==> config.mk <==
export PLATFORM = sky130hd
export DESIGN_NAME = uart_reg_master
export DESIGN_NICKNAME = d
export VERILOG_FILES = /design/src/rtl/uart_pkg.sv /design/src/rtl/uart_reg_master.sv
export SDC_FILE = /design/constraint.sdc
export NUM_CORES = 1
export LEC_CHECK = 0
export CORE_MARGIN = 4
export CORE_UTILIZATION = 30
export CTS_CLUSTER_SIZE = 20
export DETAILED_ROUTE_END_ITERATION = 10
export DONT_BUFFER_PORTS = 1
export PLACE_DENSITY = 0.49
export SYNTH_ARGS = -nofsm -noshare
export SYNTH_HDL_FRONTEND = slang
export SYNTH_SLANG_ARGS = --single-unit
==> constraint.sdc <==
create_clock -name i_clk -period 1.5 [get_ports i_clk]
set_input_delay 0.3 -clock i_clk [delete_from_list [all_inputs] [get_ports i_clk]]
set_output_delay 0.3 -clock i_clk [all_outputs]
set_load 0.03 [all_outputs]
==> src/rtl/uart_pkg.sv <==
// Shared definitions for the UART register-bus command engine: register map,
// command byte layout, response codes and master FSM encodings.
package uart_pkg;

   // uart_regs register offsets
   localparam logic [2:0] UART_CR_OFFSET    = 3'd0;
   localparam logic [2:0] UART_SR_OFFSET    = 3'd1;
   localparam logic [2:0] UART_DINL_OFFSET  = 3'd2;
   localparam logic [2:0] UART_DINH_OFFSET  = 3'd3;
   localparam logic [2:0] UART_DOUTL_OFFSET = 3'd4;
   localparam logic [2:0] UART_DOUTH_OFFSET = 3'd5;
   localparam logic [2:0] UART_BAUDL_OFFSET = 3'd6;
   localparam logic [2:0] UART_BAUDH_OFFSET = 3'd7;

   // Command byte fields
   localparam int CMD_WR_BIT   = 7;
   localparam int CMD_RSV_MSB  = 6;
   localparam int CMD_RSV_LSB  = 3;
   localparam int CMD_ADDR_MSB = 2;
   localparam int CMD_ADDR_LSB = 0;

   localparam logic [7:0] UART_ACK = 8'h06;
   localparam logic [7:0] UART_NAK = 8'h15;

   localparam logic [2:0] ST_IDLE      = 3'd0;
   localparam logic [2:0] ST_DECODE    = 3'd1;
   localparam logic [2:0] ST_WAIT_DATA = 3'd2;
   localparam logic [2:0] ST_WRITE     = 3'd3;
   localparam logic [2:0] ST_READ      = 3'd4;
   localparam logic [2:0] ST_RCAP      = 3'd5;
   localparam logic [2:0] ST_ERR       = 3'd6;
   localparam logic [2:0] ST_TX        = 3'd7;

   typedef enum logic [2:0] {
      MS_IDLE      = ST_IDLE,
      MS_DECODE    = ST_DECODE,
      MS_WAIT_DATA = ST_WAIT_DATA,
      MS_WRITE     = ST_WRITE,
      MS_READ      = ST_READ,
      MS_RCAP      = ST_RCAP,
      MS_ERR       = ST_ERR,
      MS_TX        = ST_TX
   } uart_master_state_t;

   function automatic logic cmd_reserved_clear(input logic [7:0] cmd);
      return cmd[CMD_RSV_MSB:CMD_RSV_LSB] == 4'd0;
   endfunction

endpackage

==> src/rtl/uart_reg_master.sv <==
// Host-link bus initiator: pops command bytes from the RX FIFO, issues single
// read/write strobes to uart_regs and pushes read data, ACK or NAK to the TX FIFO.
module uart_reg_master
   import uart_pkg::*;
#(
   parameter int TIMEOUT = 100000,
   parameter bit ACK_EN  = 1'b1
) (
   input  logic       i_clk,
   input  logic       i_rst,
   input  logic [7:0] i_rx_data,
   input  logic       i_rx_fifo_e,
   output logic       o_rx_rd,
   output logic [7:0] o_tx_data,
   output logic       o_tx_wr,
   input  logic       i_tx_fifo_f,
   output logic [2:0] o_rwaddr,
   output logic [7:0] o_write_data,
   output logic       o_wr_req,
   output logic       o_rd_req,
   input  logic [7:0] i_read_data,
   output logic       o_busy,
   output logic [7:0] o_err_cnt
);

   localparam int TW = (TIMEOUT > 1) ? $clog2(TIMEOUT) : 1;
   localparam logic [TW-1:0] TIMER_LAST = TW'(TIMEOUT - 1);

   uart_master_state_t state, state_nxt;
   logic [7:0]    cmd;
   logic [7:0]    resp;
   logic [TW-1:0] timer;
   logic          rx_pop;
   logic          tx_push;

   // FIFO handshakes are decoded from the state register so the pop/push lands on
   // the same edge that latches the byte; reset masks them so an abort never pops or pushes.
   assign rx_pop  = !i_rst && !i_rx_fifo_e && (state == MS_IDLE || state == MS_WAIT_DATA);
   assign tx_push = !i_rst && !i_tx_fifo_f && (state == MS_TX);

   assign o_rx_rd   = rx_pop;
   assign o_tx_wr   = tx_push;
   assign o_tx_data = resp;

   always_comb begin
      // NOTE: default assignment first so no path through the case leaves state_nxt unassigned (no latch).
      state_nxt = state;
      case (state)
         MS_IDLE:      if (rx_pop) state_nxt = MS_DECODE;
         MS_DECODE: begin
            if (!cmd_reserved_clear(cmd))  state_nxt = MS_ERR;
            else if (cmd[CMD_WR_BIT])      state_nxt = MS_WAIT_DATA;
            else                           state_nxt = MS_READ;
         end
         MS_WAIT_DATA: begin
            if (rx_pop)                    state_nxt = MS_WRITE;
            else if (timer == TIMER_LAST)  state_nxt = MS_ERR;
         end
         MS_WRITE:     state_nxt = ACK_EN ? MS_TX : MS_IDLE;
         MS_READ:      state_nxt = MS_RCAP;
         MS_RCAP:      state_nxt = MS_TX;
         MS_ERR:       state_nxt = MS_TX;
         MS_TX:        if (tx_push) state_nxt = MS_IDLE;
         default:      state_nxt = MS_IDLE;
      endcase
   end

   // NOTE: all state is updated with non-blocking assignments so every flop samples pre-edge values.
   always_ff @(posedge i_clk) begin
      if (i_rst) begin
         state        <= MS_IDLE;
         cmd          <= '0;
         resp         <= '0;
         timer        <= '0;
         o_rwaddr     <= '0;
         o_write_data <= '0;
         o_wr_req     <= 1'b0;
         o_rd_req     <= 1'b0;
         o_busy       <= 1'b0;
         o_err_cnt    <= '0;
      end else begin
         state    <= state_nxt;
         o_busy   <= (state_nxt != MS_IDLE);
         o_rd_req <= (state_nxt == MS_READ);
         o_wr_req <= (state_nxt == MS_WRITE);

         case (state)
            MS_IDLE: begin
               if (rx_pop) cmd <= i_rx_data;
            end
            MS_DECODE: begin
               timer <= '0;
               if (state_nxt == MS_READ) o_rwaddr <= cmd[CMD_ADDR_MSB:CMD_ADDR_LSB];
            end
            MS_WAIT_DATA: begin
               if (rx_pop) begin
                  o_write_data <= i_rx_data;
                  o_rwaddr     <= cmd[CMD_ADDR_MSB:CMD_ADDR_LSB];
               end else begin
                  timer <= timer + 1'b1;
               end
            end
            MS_WRITE: begin
               if (ACK_EN) resp <= UART_ACK;
            end
            MS_RCAP: begin
               resp <= i_read_data;
            end
            MS_ERR: begin
               resp <= UART_NAK;
               if (o_err_cnt != 8'hFF) o_err_cnt <= o_err_cnt + 8'd1;
            end
            default: ;
         endcase
      end
   end

endmodule

# --- After elaboration in Yosys (flattened, before gate mapping) ---
# Index checks and enable logic that the tools add are counted.
op_classes:
  addsub: 2
  mul: 0
  div: 0
  order_cmp: 0
  eq_ne: 14
  shifts: 0
  mux: 13
  n_bitwise: 0
  reduce_logical: 19
ops:
  columns: ["cell", "n"]
  rows:
  - ["$pmux W17 S2", 1]
  - ["$mux W3", 8]
  - ["$pmux W8 S3", 1]
  - ["$pmux W3 S6", 1]
  - ["$add A17 B1 Y17 const B", 1]
  - ["$eq A17 B17 Y1 const B", 1]
  - ["$mux W17", 1]
  - ["$eq A3 B3 Y1 const B", 5]
  - ["$eq A3 B2 Y1 const B", 3]
  - ["$add A8 B1 Y8 const B", 1]
  - ["$ne A8 B8 Y1 const B", 1]
  - ["$reduce_and A2 Y1", 4]
  - ["$ne A2 B2 Y1 const B", 3]
  - ["$pmux W3 S2", 1]
  - ["$reduce_bool A3 Y1", 2]
  - ["$logic_and A1 B1 Y1", 4]
  - ["$logic_not A4 Y1", 1]
  - ["$eq A3 B1 Y1 const B", 1]
  - ["$logic_not A1 Y1", 3]
  - ["$logic_not A3 Y1", 1]
  - ["$reduce_and A3 Y1", 1]
  - ["$reduce_or A3 Y1", 1]
  - ["$reduce_bool A2 Y1", 1]
  - ["$logic_or A1 B1 Y1", 1]
totals:
  ff_bits: 58
  latch_bits: 0
  ram_bits: 0
  mem_bits_ro: 0
  in_bits: 20
  out_inout_bits: 32
  wordCells: 58
  n_memories: 0

# --- Depth between registers and ports, before layout ---
# Gate-level depths: netlist (run 1).
depth:
  word_depth: 8
  mapped_depth: 6
  mapped_depth_nobuf: 5

# --- Worst setup path after synthesis (run 1) ---
# No wires, ideal clock.
synth_timing:
  path_type: "register to register"
  startpoint: "reg state[2]"
  endpoint: "reg cmd[0]"
  setup_time_ns: 0.128
  arrival_time_ns: 1.826
  required_ns: 1.372
  slack_ns: -0.454
  path_stages_with_launch: 7
  path_buffers: 2
  synth_period_minus_slack_ns: 1.954
  path_cell_list: "dfxtp_1 buf_6 nor4_2 nor2b_1 buf_4 mux2i_1 nor2_1"
synth_between:
  elab_chain_len: 4
  word_cells_on_any_way: 5
  classes_between: "eq/ne: 1; reduce/logical: 4"
synth_lines:
  columns: ["element", "line", "source"]
  rows:
  - ["start, declared", "uart_reg_master.sv:29", "uart_master_state_t state, state_nxt;"]
  - ["start signal, assigned", "uart_reg_master.sv:82", "state <= state_nxt;"]
  - ["$eq A3 B2 Y1 / $logic_not A3 Y1 (equally long branches)", "uart_reg_master.sv:38", "assign rx_pop = !i_rst && !i_rx_fifo_e && (state == MS_IDLE || state == MS_WAIT_DATA);"]
  - ["$logic_or A1 B1 Y1 (*)", "uart_reg_master.sv:38", null]
  - ["$logic_and A1 B1 Y1 (*)", "uart_reg_master.sv:38", null]
  - ["net o_rx_rd", "uart_reg_master.sv:13", "output logic o_rx_rd,"]
  - ["$reduce_and A2 Y1 (no line) (*)", null, null]
  - ["end signal, assigned", "uart_reg_master.sv:89", "if (rx_pop) cmd <= i_rx_data;"]
  - ["end, declared", "uart_reg_master.sv:30", "logic [7:0] cmd;"]
# Mark *: on every way through the listed nets, which the timed path passes. The rest lies on a longest branch.
# A chain may end at the register's enable or synchronous reset.

# --- Worst setup path after layout (run 1) ---
layout_timing:
  startpoint: "reg state[0]"
  endpoint: "out o_tx_wr"
layout_between:
  elab_chain_len: 2
layout_lines:
  columns: ["element", "line", "source"]
  rows:
  - ["$eq A3 B3 Y1", "uart_reg_master.sv:39", "assign tx_push = !i_rst && !i_tx_fifo_f && (state == MS_TX);"]
  - ["$logic_and A1 B1 Y1", "uart_reg_master.sv:39", null]
  - ["end, declared", "uart_reg_master.sv:15", "output logic o_tx_wr,"]
# Every way passes these cells.

==> results.md, run 1 <==
| Result | Value | Unit |
|---|---|---|
| Global-route wire length before repair | 12500 | microns |
| Die area | 0.0108 | sq mm |
| Clk root buf | sky130_fd_sc_hd__clkbuf_8 | - |
| Cell repeated most along the worst path | sky130_fd_sc_hd__buf_6 | - |
| Cell-by-cell trace of the critical path | buf_6 -> and4b_1 -> nor2b_4 -> buf_6 -> buf_12 | - |
| Pin count of the biggest net entering global routing | 58 | - |
| Number of sinks driven by the clock tree | 58 | - |
| Register bit count reported by yosys | 58 | - |
| Number of remaining DRC errors | 0 | - |
| Count of mapped cells out of synthesis | 315 | - |
| I/O pin count | 52 | - |
| TritonCTS clock tree | done | - |
| Multi-input gate area in the final layout | 0.00188 | sq mm |
| Vertical extent of the die | 104 | microns |
| Mean Syn Cell Area | 8.73 | sq um |
| Number of standard-cell rows in the floorplan | 34 | - |
| Top post-synthesis cells by area | sky130_fd_sc_hd__dfxtp_1, sky130_fd_sc_hd__mux2i_1, sky130_fd_sc_hd__a21oi_1, sky130_fd_sc_hd__nand2_1, sky130_fd_sc_hd__nor2_1 | - |
| Number of max-slew violations in the final report | 0 | - |
| Worst setup path start | state[0]$_SDFF_PP0_ | - |
| Max Fanout on Critical Path | 3 | - |
| Final worst slack | -0.143 | ns |
| Hold Startpoint | i_rst | - |
| Leakage power summed over all cells | 1.53 | nW |
| WL final | 7780 | microns |
| Die X-Extent | 104 | microns |
| Net count after synthesis | 337 | - |
| Fillers | 848 | - |
| Highest achievable clock rate | 609 | MHz |
| Vias after detailed routing | 2608 | - |
| Critical Path Source Type | flop | - |
| Critical-path cell with the highest stage delay | sky130_fd_sc_hd__dfxtp_2 | - |
| Worst vdd ir | 0.000681 | V |
| Failing checks | negative setup slack | - |
| Most used flip-flop cell after synthesis | sky130_fd_sc_hd__dfxtp_1 | - |
| Number of warnings issued by yosys | 0 | - |
| Final Skew | 0.0113 | ns |
| Violation count after the first detailed-routing iteration | 99 | - |
| Total congestion overflow after global routing | 0 | - |
| Distinct cell type count of the synthesized netlist | 47 | - |
| Std-Cell Core Area | 0.00881 | sq mm |
| Detailed placement HPWL | 4870 | microns |
| Transition at the pin with the smallest max-transition slack | 0.545 | ns |
| Count of buffers inserted at the top-level ports | 0 | - |
| WP buf/inv | 3 | - |
| Critical path endpoint category | primary output | - |
| Clock edge transition at the registers on the reported setup and hold paths | 0.07 | ns |
| Number of global-route vias before repair | 2555 | - |
| Period utilisation layout | 110 | % |
| Area of the mapped netlist | 0.00275 | sq mm |
| Number of antenna violations at the first check in global routing | 0 | - |
| Classification of the worst-slack hold path | in -> reg | - |
| First drt pass iteration count | 4 | - |
| Library cell occupying the most area in the post-synthesis netlist | sky130_fd_sc_hd__dfxtp_1 | - |
| Count of max-cap constraint violations | 0 | - |
| Fin Hold WS | 0.0262 | ns |
| Part of the Yosys area used for sequential elements | 42.2 | % |
| Number of CTS-inserted buffers | 9 | - |
| Required time of the critical path | 1.20 | ns |
| PD cells | 914 | mW/mm^2 |
| Setup total negative slack | -1.28 | ns |
| Number of hold violations in the final report | 0 | - |
| Latest clock arrival within the worst-skew pair | 0.33 | ns |
| Largest delay share family, worst path | simple AND/OR/NAND/NOR gates | - |
| Number of synthesized flops with an enable pin | 0 | - |
| Sequential cell area in the final layout | 0.00119 | sq mm |
| CP Data Arrival Time | 1.34 | ns |
| Count of inserted antenna diode cells | 0 | - |
| Max-Slew Margin vs Limit | 63.6 | % |
| GP Congestion | 0.757 | - |
| Fraction of registers with async set or reset after synthesis | 0 | % |
| Global router's overall resource usage | 14.0 | % |
| Average wire per cell in the routed design | 15.5 | microns |
| Share of post-route cells with drive strength above 1 | 42.0 | % |
| Portion of synthesized cell area occupied by the leading cell type | 42.2 | % |
| Largest stage delay, worst path | 0.34 | ns |
| Setup CP Type | reg -> out | - |
| Final ANT Viol Nets | 0 | - |
| Minimum clock period after layout | 1.64 | ns |
| Layout Nets | 412 | - |
| RSZ-0062 raised after global routing | yes | - |
| Buffer levels on the longest clock path | 2 | - |
| Final-report setup violation count | 27 | - |
| Area Overhead vs Synth | 47.5 | % |
| Startpoint of the lowest-slack register-to-register path | cmd[3]$_SDFFE_PP0P_ | - |
| Deepest level of the CTS H-tree | 3 | - |
| Result of the run | finished, violations left | - |
| Number of vias per cell after detailed routing | 5.18 | - |
| Starting density of the core | 31.2 | % |
==> layer usage <==
layer  up-vias  track usage (%)  routed length, microns
li1       1292                -                       -
met1      1244             17.5                    3480
met2        64             22.8                    3770
met3         8             4.60                     444
met4         0             4.18                      80
met5         -                0                       0
==> layout make-up <==
class	instances	share of cell area [%]
Clock buffer	9	3.05
Clock inverter	7	0.894
Inverter	10	1.11
Multi-Input combinational cell	234	46.3
Sequential cell	58	29.3
Tap cell	108	3.33
Timing Repair Buffer	77	16.0
==> cell families (layout without fill, tap and decap cells) <==
group                      count (synthesis)  in the layout  share of synthesized area (%)
AOI/OAI and AO/OA                         58             61                           12.7
xor gates and xnor gates                   4              4                           1.27
adders and majority gates                  2              2                          0.909
buffers and inverters                     26            103                           4.68
DFF                                       58             58                           42.2
muxes                                     23             23                           8.41
and+or+nand+nor                          144            144                           29.8
==> synthesized netlist by cell type, drive strengths merged (2+ instances only) <==
| library cell | n |
|---|---|
| dfxtp | 58 |
| a21oi | 32 |
| nand2 | 32 |
| nor2 | 31 |
| mux2i | 22 |
| or3 | 12 |
| or4 | 12 |
| nand2b | 11 |
| buf | 10 |
| inv | 10 |
| nor4 | 9 |
| nand3 | 8 |
| o31ai | 8 |
| clkbuf | 6 |
| o21ai | 6 |
| nand4 | 5 |
| nor3b | 5 |
| nor3 | 4 |
| a211oi | 3 |
| a311oi | 3 |
| nor2b | 3 |
| nor4b | 3 |
| xnor2 | 3 |
| a21o | 2 |
| and4 | 2 |
| ha | 2 |
==> flip-flops by register name, indices dropped and copies added, names as in the netlist, 3 cells and up <==
signal / flops
cmd: 8
timer: 17
o_write_data: 8
o_tx_data: 8
o_rwaddr: 3
state: 3
o_err_cnt: 8
==> per-stage QoR <==
step | worst slack, ns | std cells | util, % | power, mW | instance area [sq um]
6_report | -0.143 | 503 | 46.1 | 3.71 | 4060
5_1_grt | -0.209 | 503 | 46.1 | 3.90 | 4060
4_1_cts | -0.162 | 497 | 43.0 | 3.64 | 3790
3_5_place_dp | -0.160 | 468 | 38.1 | 2.29 | 3350
3_3_place_gp | -0.133 | 468 | 38.1 | 2.28 | 3350
2_1_floorplan | -0.142 | 315 | - | 2.10 | 2840
==> layout by cell type (no fill, tap or decap), types with 4 or more instances in the layout <==
cell type	n
sky130_fd_sc_hd__a21oi_2	8
sky130_fd_sc_hd__mux2i_1	22
sky130_fd_sc_hd__o31ai_1	5
sky130_fd_sc_hd__nand2b_4	4
sky130_fd_sc_hd__or4_1	5
sky130_fd_sc_hd__dfxtp_4	5
sky130_fd_sc_hd__inv_1	8
sky130_fd_sc_hd__nor4_4	6
sky130_fd_sc_hd__nand3_1	6
sky130_fd_sc_hd__nand2_1	28
sky130_fd_sc_hd__dfxtp_2	7
sky130_fd_sc_hd__or3_1	9
sky130_fd_sc_hd__nand2b_1	7
sky130_fd_sc_hd__dfxtp_1	46
sky130_fd_sc_hd__or4_4	7
sky130_fd_sc_hd__buf_4	62
sky130_fd_sc_hd__nand4_1	5
sky130_fd_sc_hd__nor2_1	29
sky130_fd_sc_hd__a21oi_1	24
sky130_fd_sc_hd__buf_6	12
sky130_fd_sc_hd__o21ai_0	5
sky130_fd_sc_hd__clkbuf_8	9
==> worst paths after layout <==
path / to / slack, ns / cells after the start
worst max-delay path: o_tx_wr / -0.14 / 5
worst min-delay path: timer[0]$_SDFFE_PP0P_ / 0.03 / 1
worst max register to register: state[1]$_SDFF_PP0_ / -0.11 / 5
worst min register to register: o_rwaddr[2]$_SDFFE_PP0P_ / 0.47 / 2
==> report_power, final <==
part           switching [mW]  internal (mW)
combinational           0.394          0.402
clock                   0.634          0.575
sequential              0.111           1.59
total                    1.14           2.57
==> timing repair <==
item,in CTS,in global routing
gates cloned,2,2
pin swaps,19,17
hold endpoints to repair,0,0
buffers inserted,12,4
endpoints found under the setup margin,46,50
resized for setup,41,52
hold buffers,0,0
Note: power is estimated with default switching activity, not from simulation.
==> run 2, diff against run 1 <==
--- a/config.mk
+++ b/config.mk
@@ -10,6 +10,7 @@
 export CTS_CLUSTER_SIZE = 20
 export DETAILED_ROUTE_END_ITERATION = 10
 export DONT_BUFFER_PORTS = 1
+export GPL_TIMING_DRIVEN = 0
 export PLACE_DENSITY = 0.49
 export SYNTH_ARGS = -nofsm -noshare
 export SYNTH_HDL_FRONTEND = slang
==> run 2 against run 1 <==
Against the previous run: the run still ends with negative setup slack left; combinational power up 7.9%; clock skew is 0.0021 ns lower; sequential share of layout area increased by 0.65 points; sequential power is essentially flat; cell count shrank 6.2%; register-to-register slack lost 0.17 ns; routed wire length up 4.9%; die area is the same; maximum frequency fell by 7.7%; first-iteration DRC count is 12% lower; non-clock buffer count is 30 lower.
==> results.md, run 2 (synthesized netlist as in run 1, its figures left out) <==
| Result | Value | Unit | Change |
|---|---|---|---|
| Minimum clock period after layout | 1.78 | ns | +0.137 ns |
| Setup total negative slack | -5.68 | ns | -4.40 ns |
| Min-Delay Path Depth | 2 | - | +1 |
| Instance count on the critical path | 6 | - | +1 |
| Number of cells traversed by the worst register-to-register path | 6 | - | +1 |
| Area Overhead vs Synth | 46.7 | % |  |
| Number of CTS-inserted buffers | 9 | - | unchanged |
| Deepest level of the CTS H-tree | 3 | - | unchanged |
| Final Skew | 0.00919 | ns | -0.00206 ns |
| Clock edge transition at the registers on the reported setup and hold paths | 0.07 | ns | about the same |
| First drt pass iteration count | 4 | - | unchanged |
| Most common cell after layout, fill and taps aside | sky130_fd_sc_hd__dfxtp_1 | - |  |
| Std-Cell Core Area | 0.00881 | sq mm | unchanged |
| Count of max-cap constraint violations | 0 | - | unchanged |
| Clk root buf | sky130_fd_sc_hd__clkbuf_8 | - |  |
| Number of antenna violations at the first check in global routing | 0 | - | unchanged |
| CP Data Arrival Time | 2.00 | ns | +0.66 ns |
| Number of vias per cell after detailed routing | 5.39 | - | +4.0% |
| Total power after layout | 3.86 | mW | +4.1% |
| Setup CP Type | reg -> reg | - |  |
| Number of global-route vias before repair | 2532 | - | -0.90% |
| Count of buffers inserted at the top-level ports | 0 | - | unchanged |
| Largest delay share family, worst path | simple AND/OR/NAND/NOR gates | - |  |
| Highest achievable clock rate | 562 | MHz | -7.7% |
| Largest stage delay, worst path | 0.50 | ns | +0.16 ns |
| Layout Nets | 381 | - | -7.5% |
| PD cells | 956 | mW/mm^2 | +4.6% |
| Period utilisation layout | 119 | % | +9.1 points |
| Failing checks | negative setup slack | - |  |
| Total non-filler cell area in the finished layout | 0.00404 | sq mm | -0.52% |
| Violation count after the first detailed-routing iteration | 87 | - | -12% |
| WL final | 8160 | microns | +4.9% |
| Number of hold violations in the final report | 0 | - | unchanged |
| RSZ-0062 raised after global routing | yes | - |  |
| Share of post-route cells with drive strength above 1 | 43.4 | % | +1.4 points |
| WP buf/inv | 2 | - | -1 |
| Pin count of the biggest net entering global routing | 11 | - | -81% |
| Max Fanout on Critical Path | 10 | - | +7 |
| Number of standard-cell rows in the floorplan | 34 | - | unchanged |
| Result of the run | finished, violations left | - |  |
| Post-layout utilization of the core | 45.8 | % | -0.24 points |
| Die X-Extent | 104 | microns | unchanged |
| Placed standard-cell area | 0.00298 | sq mm | -11% |
| Cell-by-cell trace of the critical path | buf_6 -> nor4_4 -> nor2b_4 -> buf_8 -> mux2i_1 -> nor2_1 | - |  |
| Average wire per cell in the routed design | 17.3 | microns | +12% |
| Critical path endpoint category | flop | - |  |
| Vertical extent of the die | 104 | microns | unchanged |
| Transition at the pin with the smallest max-transition slack | 0.739 | ns | +0.194 ns |
| Global router's overall resource usage | 14.8 | % | +0.85 points |
| Number of sinks driven by the clock tree | 58 | - | unchanged |
| Count of inserted antenna diode cells | 0 | - | unchanged |
| TritonCTS clock tree | done | - |  |
| Number of max-slew violations in the final report | 0 | - | unchanged |
| Global-route wire length before repair | 13000 | microns | +4.0% |
| Number of remaining DRC errors | 0 | - | unchanged |
| Final worst slack | -0.279 | ns | -0.137 ns |
| Starting density of the core | 31.2 | % | unchanged |
| Classification of the worst-slack hold path | in -> reg | - |  |
| Critical Path Source Type | flop | - |  |
| Register with the most flip-flops | timer | - |  |
| Leakage power summed over all cells | 1.43 | nW | -6.3% |
| Final ANT Viol Nets | 0 | - | unchanged |
| Final-report setup violation count | 44 | - | +63% |
| Buffer levels on the longest clock path | 2 | - | unchanged |
| Required time of the critical path | 1.72 | ns | +0.52 ns |
| GP Congestion | 0.723 | - | -4.5% |
| Max-Slew Margin vs Limit | 50.5 | % | -13 points |
| Fin Hold WS | 0.109 | ns | +0.0831 ns |
| Detailed placement HPWL | 5040 | microns | +3.4% |
| Vias after detailed routing | 2546 | - | -2.4% |
| Hold buffer count at cts | 0 | - | unchanged |
| Total congestion overflow after global routing | 0 | - | unchanged |
| Latest clock arrival within the worst-skew pair | 0.33 | ns | about the same |
| Worst vdd ir | 0.000447 | V | -34% |
| Number of flip-flops under the largest register name | 17 | - | unchanged |
| Commonest cells after routing, fill and taps aside | sky130_fd_sc_hd__dfxtp_1, sky130_fd_sc_hd__nor2_1, sky130_fd_sc_hd__buf_4 | - |  |
| Critical-path cell with the highest stage delay | sky130_fd_sc_hd__nor4_4 | - |  |
| Die area | 0.0108 | sq mm | unchanged |
| I/O pin count | 52 | - | unchanged |
run 2: cell count changes in the layout (fill, tap and decap cells not counted), sizes merged:
| cell | previous run | this run |
|---|---|---|
| inv | 10 | 8 |
| o21a | 4 | 2 |
| clkbuf | 9 | 20 |
| buf | 77 | 41 |
| clkinv | 5 | 3 |
run 2: what timing repair did:
item,in CTS,in global routing
gates cloned,3,1
gates resized for setup,75,70
setup buffers,21,8
pin swaps,36,23
endpoints found under the setup margin,57,54
run 2: layout make-up:
cell class	instances	area [sq um]
Fill cell	836	4770
Multi-Input combinational cell	232	2010
Sequential cell	58	1210
Timing Repair Buffer	31	307
Clock buffer	14	163
Buffer	16	145
Tap cell	108	135
Inverter	10	46.3
Clock inverter	2	12.5
Timing Repair inverter	1	5.00
run 2: metrics by stage:
step,setup slack (ns),std cells
after floorplan,-0.142,315
after global placement,-0.368,423
after detailed placement,-0.429,423
after CTS,-0.275,463
after global routing,-0.404,472
final,-0.279,472
run 2: worst paths after layout:
path | startpoint | end | slack [ns]
worst max-delay path | state[2]$_SDFF_PP0_ | cmd[0]$_SDFFE_PP0P_ | -0.28
worst max register to register | state[2]$_SDFF_PP0_ | cmd[0]$_SDFFE_PP0P_ | -0.28
worst min register to register | timer[16]$_SDFFE_PP0P_ | timer[16]$_SDFFE_PP0P_ | 0.48
worst min-delay path | i_rx_data[5] | o_write_data[5]$_SDFFE_PP0P_ | 0.11
run 2: metal layers:
metal,up-vias,track usage (%),part of all wire (%)
li1,1236,-,-
met2,64,23.7,49
met5,-,0,0
met1,1235,18.8,44
met4,0,4.75,1.8
met3,11,4.91,5.1
run 2: power breakdown:
part | switching [mW] | leakage (nW) | internal [mW]
logic | 0.449 | 0.863 | 0.410
registers | 0.114 | 0.482 | 1.59
clock network | 0.610 | 0.0867 | 0.689
total | 1.17 | 1.43 | 2.69
==> run 3, diff against run 2 <==
--- a/config.mk
+++ b/config.mk
@@ -5,13 +5,15 @@
 export SDC_FILE = /design/constraint.sdc
 export NUM_CORES = 1
 export LEC_CHECK = 0
-export CORE_MARGIN = 4
+export CELL_PAD_IN_SITES_DETAIL_PLACEMENT = 0
+export CELL_PAD_IN_SITES_GLOBAL_PLACEMENT = 1
+export CORE_MARGIN = 5
 export CORE_UTILIZATION = 30
 export CTS_CLUSTER_SIZE = 20
 export DETAILED_ROUTE_END_ITERATION = 10
 export DONT_BUFFER_PORTS = 1
 export GPL_TIMING_DRIVEN = 0
-export PLACE_DENSITY = 0.49
+export PLACE_DENSITY = 0.6
 export SYNTH_ARGS = -nofsm -noshare
 export SYNTH_HDL_FRONTEND = slang
 export SYNTH_SLANG_ARGS = --single-unit
==> run 3 against run 2 <==
Against the previous run: the flow still finishes with violations (negative setup slack); largest power group unchanged; sequential cell count stayed put; critical path type unchanged; core utilization is 1.1 points lower; routed wire length hardly changed; worst hold slack worse by 0.017 ns; clock power is 21% higher; largest cell class unchanged; first-iteration DRC count is 49% higher; via count is 2.2% lower; combinational power is 1% lower.
==> results.md, run 3 (synthesized netlist as in run 1, its figures left out) <==
| Result | Value | Unit | Change |
|---|---|---|---|
| Count of buffers inserted at the top-level ports | 0 | - | unchanged |
| FF-to-FF End | cmd[2]$_SDFFE_PP0P_ | - |  |
| Detailed placement HPWL | 5190 | microns | +3.1% |
| Minimum clock period after layout | 1.81 | ns | +0.0350 ns |
| Number of CTS-inserted buffers | 9 | - | unchanged |
| Buffer levels on the longest clock path | 2 | - | unchanged |
| Register with the most flip-flops | timer | - |  |
| NetSw | 1.20 | mW | +2.1% |
| Min-Delay Path Depth | 2 | - | unchanged |
| Area Overhead vs Synth | 48.0 | % |  |
| Largest delay share family, worst path | simple AND/OR/NAND/NOR gates | - |  |
| Sequential cell area in the final layout | 0.00121 | sq mm | -0.10% |
| Worst vdd ir | 0.000553 | V | +24% |
| Deepest level of the CTS H-tree | 3 | - | unchanged |
| Number of sinks driven by the clock tree | 58 | - | unchanged |
| Violation count after the first detailed-routing iteration | 130 | - | +49% |
| Number of antenna violations at the first check in global routing | 0 | - | unchanged |
| Average wire per cell in the routed design | 17.1 | microns | -1.4% |
| Clk network pwr share | 38.2 | % | +4.5 points |
| Internal power summed over all cells | 2.93 | mW | +8.9% |
| Largest stage delay, worst path | 0.53 | ns | +0.03 ns |
| Critical-path cell with the highest stage delay | sky130_fd_sc_hd__nor4_4 | - |  |
| Multi-input gate area in the final layout | 0.00200 | sq mm | -0.68% |
| Critical path endpoint category | flop | - |  |
| Latest clock arrival within the worst-skew pair | 0.33 | ns | about the same |
| Share of post-route cells with drive strength above 1 | 45.7 | % | +2.2 points |
| Global router's overall resource usage | 14.3 | % | -0.50 points |
| Cell-by-cell trace of the critical path | buf_8 -> nor4_4 -> nor2b_2 -> buf_6 -> mux2i_1 -> nor2_1 | - |  |
| Die area | 0.0112 | sq mm | +3.9% |
| Number of standard-cell rows in the floorplan | 35 | - | +2.9% |
| Fillers | 881 | - | +5.4% |
| Proportion of power drawn by combinational gates | 20.5 | % | -1.8 points |
| Starting density of the core | 30.2 | % | -1.0 points |
| Commonest cells after routing, fill and taps aside | sky130_fd_sc_hd__dfxtp_1, sky130_fd_sc_hd__nor2_1, sky130_fd_sc_hd__buf_4 | - |  |
| Final std cells w/o fill | 479 | - | +1.5% |
| Seq pwr share | 41.3 | % | -2.8 points |
| RSZ-0062 raised after global routing | yes | - |  |
| Clock edge transition at the registers on the reported setup and hold paths | 0.07 | ns | about the same |
| Critical Path Source Type | flop | - |  |
| Most common cell after layout, fill and taps aside | sky130_fd_sc_hd__dfxtp_1 | - |  |
| Max Fanout on Critical Path | 8 | - | -2 |
| Vias after detailed routing | 2490 | - | -2.2% |
| Highest achievable clock rate | 551 | MHz | -1.9% |
| Die X-Extent | 106 | microns | +1.9% |
| CP Data Arrival Time | 2.04 | ns | +0.04 ns |
| PD cells | 1010 | mW/mm^2 | +5.9% |
| Result of the run | finished, violations left | - |  |
| Layout Nets | 385 | - | +1.0% |
| Total congestion overflow after global routing | 0 | - | unchanged |
| Proportion of total power due to net switching | 29.1 | % | -1.3 points |
| Final ANT Viol Nets | 0 | - | unchanged |
| Global-route wire length before repair | 12800 | microns | -1.9% |
| Endpoint with the worst hold slack | o_write_data[3]$_SDFFE_PP0P_ | - |  |
| Clk root buf | sky130_fd_sc_hd__clkbuf_8 | - |  |
| Number of max-slew violations in the final report | 0 | - | unchanged |
| GP Congestion | 0.769 | - | +6.3% |
| Number of cells traversed by the worst register-to-register path | 6 | - | unchanged |
| Leakage power summed over all cells | 1.45 | nW | +1.5% |
| Setup CP Type | reg -> reg | - |  |
| Hold buffer count at cts | 0 | - | unchanged |
| Startpoint of the lowest-slack register-to-register path | state[0]$_SDFF_PP0_ | - |  |
| Classification of the worst-slack hold path | in -> reg | - |  |
| WP buf/inv | 2 | - | unchanged |
| Max-Slew Margin vs Limit | 61.9 | % | +11 points |
| Hold Startpoint | i_rx_data[3] | - |  |
| Vertical extent of the die | 106 | microns | +1.9% |
| Slack of the worst reg-to-reg path | -0.31 | ns | -0.03 ns |
| Final-report setup violation count | 35 | - | -20% |
| First drt pass iteration count | 4 | - | unchanged |
| Failing checks | negative setup slack | - |  |
| Number of remaining DRC errors | 0 | - | unchanged |
| Pin count of the biggest net entering global routing | 11 | - | unchanged |
| WL final | 8170 | microns | about the same |
| TritonCTS clock tree | done | - |  |
| Number of global-route vias before repair | 2442 | - | -3.6% |
| Number of hold violations in the final report | 0 | - | unchanged |
| Period utilisation layout | 121 | % | +2.3 points |
| Post-layout utilization of the core | 44.7 | % | -1.1 points |
| Number of flip-flops under the largest register name | 17 | - | unchanged |
| Required time of the critical path | 1.72 | ns | about the same |
| Post-placement cell count | 426 | - | +0.71% |
| Count of max-cap constraint violations | 0 | - | unchanged |
| Final worst slack | -0.314 | ns | -0.0350 ns |
| Count of inserted antenna diode cells | 0 | - | unchanged |
| Std-Cell Core Area | 0.00911 | sq mm | +3.4% |
| I/O pin count | 52 | - | unchanged |
| Final Skew | 0.00672 | ns | -0.00247 ns |
| Transition at the pin with the smallest max-transition slack | 0.569 | ns | -0.170 ns |
| Number of vias per cell after detailed routing | 5.20 | - | -3.6% |
run 3: cell count changes in the layout (fill, tap and decap cells not counted), moves of 3 or more:
cell and change:
sky130_fd_sc_hd__buf_8 +4, sky130_fd_sc_hd__clkbuf_8 -3, sky130_fd_sc_hd__or4_4 +3, sky130_fd_sc_hd__clkbuf_2 +3, sky130_fd_sc_hd__buf_6 +4, sky130_fd_sc_hd__nand2_2 +7
sky130_fd_sc_hd__nand2_4 -7, sky130_fd_sc_hd__or4_1 -3, sky130_fd_sc_hd__buf_2 -3
run 3: repair_timing:
action,CTS,global route
pin swaps,29,29
cloned,1,0
setup endpoints to repair,58,58
resized for setup,62,92
setup buffers,20,16
run 3: worst max path at each step:
stage | start | end | slack [ns] | cells past startpoint
3_3_place_gp | i_rst | o_err_cnt[7]$_SDFFE_PP0P_ | -0.42 | 4
4_1_cts | state[2]$_SDFF_PP0_ | cmd[2]$_SDFFE_PP0P_ | -0.35 | 6
5_1_grt | state[0]$_SDFF_PP0_ | cmd[6]$_SDFFE_PP0P_ | -0.41 | 6
3_5_place_dp | i_rst | o_tx_data[6]$_SDFFE_PP0P_ | -0.44 | 4
2_1_floorplan | state[2]$_SDFF_PP0_ | cmd[0]$_SDFFE_PP0P_ | -0.14 | 6
6_report | state[0]$_SDFF_PP0_ | cmd[2]$_SDFFE_PP0P_ | -0.31 | 6
run 3: worst register-to-register path, cell delays in order, from the launching register on:
cell and delay, ns:
sky130_fd_sc_hd__dfxtp_2 0.33, sky130_fd_sc_hd__buf_8 0.13, sky130_fd_sc_hd__nor4_4 0.53, sky130_fd_sc_hd__nor2b_2 0.26, sky130_fd_sc_hd__buf_6 0.17, sky130_fd_sc_hd__mux2i_1 0.23
sky130_fd_sc_hd__nor2_1 0.06
run 3: layer usage:
metal	vias up	track usage [%]	part of all wire, %
met5	-	0	0
met1	1192	18.6	45
met3	9	3.43	4.2
li1	1242	-	-
met4	0	5.18	0.94
met2	47	23.0	50
run 3: per-stage QoR:
stage                     setup TNS, ns  cell area, sq um  power, mW  setup slack [ns]  hold slack (ns)
final                             -6.09              4070       4.12            -0.314           0.0924
after global routing              -8.30              4070       4.31            -0.411           0.0769
after CTS                         -5.52              3610       4.03            -0.348           0.0758
after detailed placement         -16.20              2980       2.23            -0.442            0.444
after global placement           -16.10              2980       2.23            -0.418            0.439
after floorplan                   -1.20              2840       2.10            -0.142            0.436
run 3: area by class of cell:
class,instances,share of cell area (%)
timing repair buffer,36,8.20
clock inverter,5,1.94
clock buffer,11,3.23
sequential,58,29.6
tap,111,3.41
buffer,16,3.32
multi-input combinational,232,49.1
inverter,10,1.14
run 3: power by group through the flow:
stage | combinational [mW] | clock, mW | sequential [mW]
after floorplan | 0.376 | 0 | 1.73
after global placement | 0.484 | 0 | 1.74
after detailed placement | 0.486 | 0 | 1.75
after CTS | 0.705 | 1.62 | 1.70
after global routing | 0.912 | 1.68 | 1.71
final | 0.847 | 1.57 | 1.70
==> edit: new RTL, config.mk and constraints of run 1 <==
Set the parameter `ACK_EN` to 1'b0 (it was 1'b1).
--- a/src/rtl/uart_reg_master.sv
+++ b/src/rtl/uart_reg_master.sv
@@ -6,3 +6,3 @@
    parameter int TIMEOUT = 100000,
-   parameter bit ACK_EN  = 1'b1
+   parameter bit ACK_EN  = 1'b0
 ) (
Function: changed (Yosys sat finds a counterexample within 10 cycles, from zero or initial values and one cycle with i_rst high).
==> edit against run 1 <==
The flow still finishes with violations (setup timing); power is 14% higher; via count fell by 3.5%; design area down 3.3%; area after synthesis down 2.6%; routed wire length shrank 3.0%; largest power group is now the clock network; fmax shrank 2.1%; sequential cell count unchanged; critical path type unchanged; worst setup slack got worse by 0.035 ns.
==> edit: results (changes against run 1) <==
- Outcome: finished, violations left
- Violated checks: setup timing
- Layout clock area frac: 6.409% (+2.5 points)
- Power per cell area: 1076 nW/um^2 (+18%)
- DR vias: 2516 (-3.5%)
- Post-synth cell types: 50 (+6.4%)
- Share of layout cells above drive strength 1: 44.47% (+2.4 points)
- Final WS setup: -0.1776 ns (-0.03480 ns)
- Area of the multi-input gates: 1780 sq um (-5.2%)
- CP arrival: 1.38 ns (+0.04 ns)
- WL met1: 3329 um (-4.4%)
- Worst VDD drop: 0.6084 mV (-11%)
- CP max FO: 2 (-1)
- Slew Limit Headroom: 71.39% (+7.8 points)
- Non-clock buffer share: 13.30% (-2.7 points)
- Final setup fails: 31 (+15%)
- Final Skew: 0.008225 ns (-0.003025 ns)
- Wirelength per Cell: 15.75 um (+1.8%)
- Seq/total area: 30.33% (+1.0 points)
- Placed Cells: 448 (-4.3%)
- Post-synthesis xor/xnor area fraction: 1.308% (+0.034 points)
- Clock power frac: 43.5% (+11 points)
- Signal buffers: 65 (-16%)
- Area of placed instances: 3211 sq um (-4.3%)
- Reg2Reg Depth: 4 (-1)
- Synth cell count leaders: 58 x dfxtp_1, 33 x nand2_1, 25 x a21oi_1, 25 x nor2_1, 16 x mux2i_1
- 1st-iter DRT viols: 82 (-17%)
- Post-Syn Nets: 328 (-2.7%)
- # fillers: 825 (-2.7%)
- Mux contribution to synthesized area: 5.979% (-2.4 points)
- Sequential Area: 1190 sq um (+0.11%)
## edit: changes by cell type in the layout (fill, tap and decap cells not counted), moves of 4 or more
cell      change
a21oi_1       -9
nor2_1        -7
a221oi_2      +4
a22oi_1       +5
buf_4         -6
a22o_1        +5
nor4_4        -4
mux2i_1       -7
## edit: what timing repair did
| item | 4_1_cts | 5_1_grt |
|---|---|---|
| gates resized for setup | 33 | 54 |
| hold endpoints to repair | 0 | 0 |
| pin swaps | 15 | 17 |
| setup endpoints to repair | 44 | 56 |
| gates cloned | 2 | 0 |
| setup buffers | 5 | 9 |
## edit: path summary, 6_finish.rpt
check | end | slack, ns | start
min reg2reg | o_tx_data[0] | 0.47 | o_tx_data[0]
min | o_tx_data[2] | 0.02 | i_rst
max reg2reg | o_rd_req | -0.16 | timer[6]
max | o_tx_wr | -0.18 | state[1]
## edit: routing by layer
metal	vias to the layer above	GRT usage, %
met1	1197	19.17
li1	1249	-
met5	-	0
met3	17	4.195
met4	0	7.467
met2	53	23.29
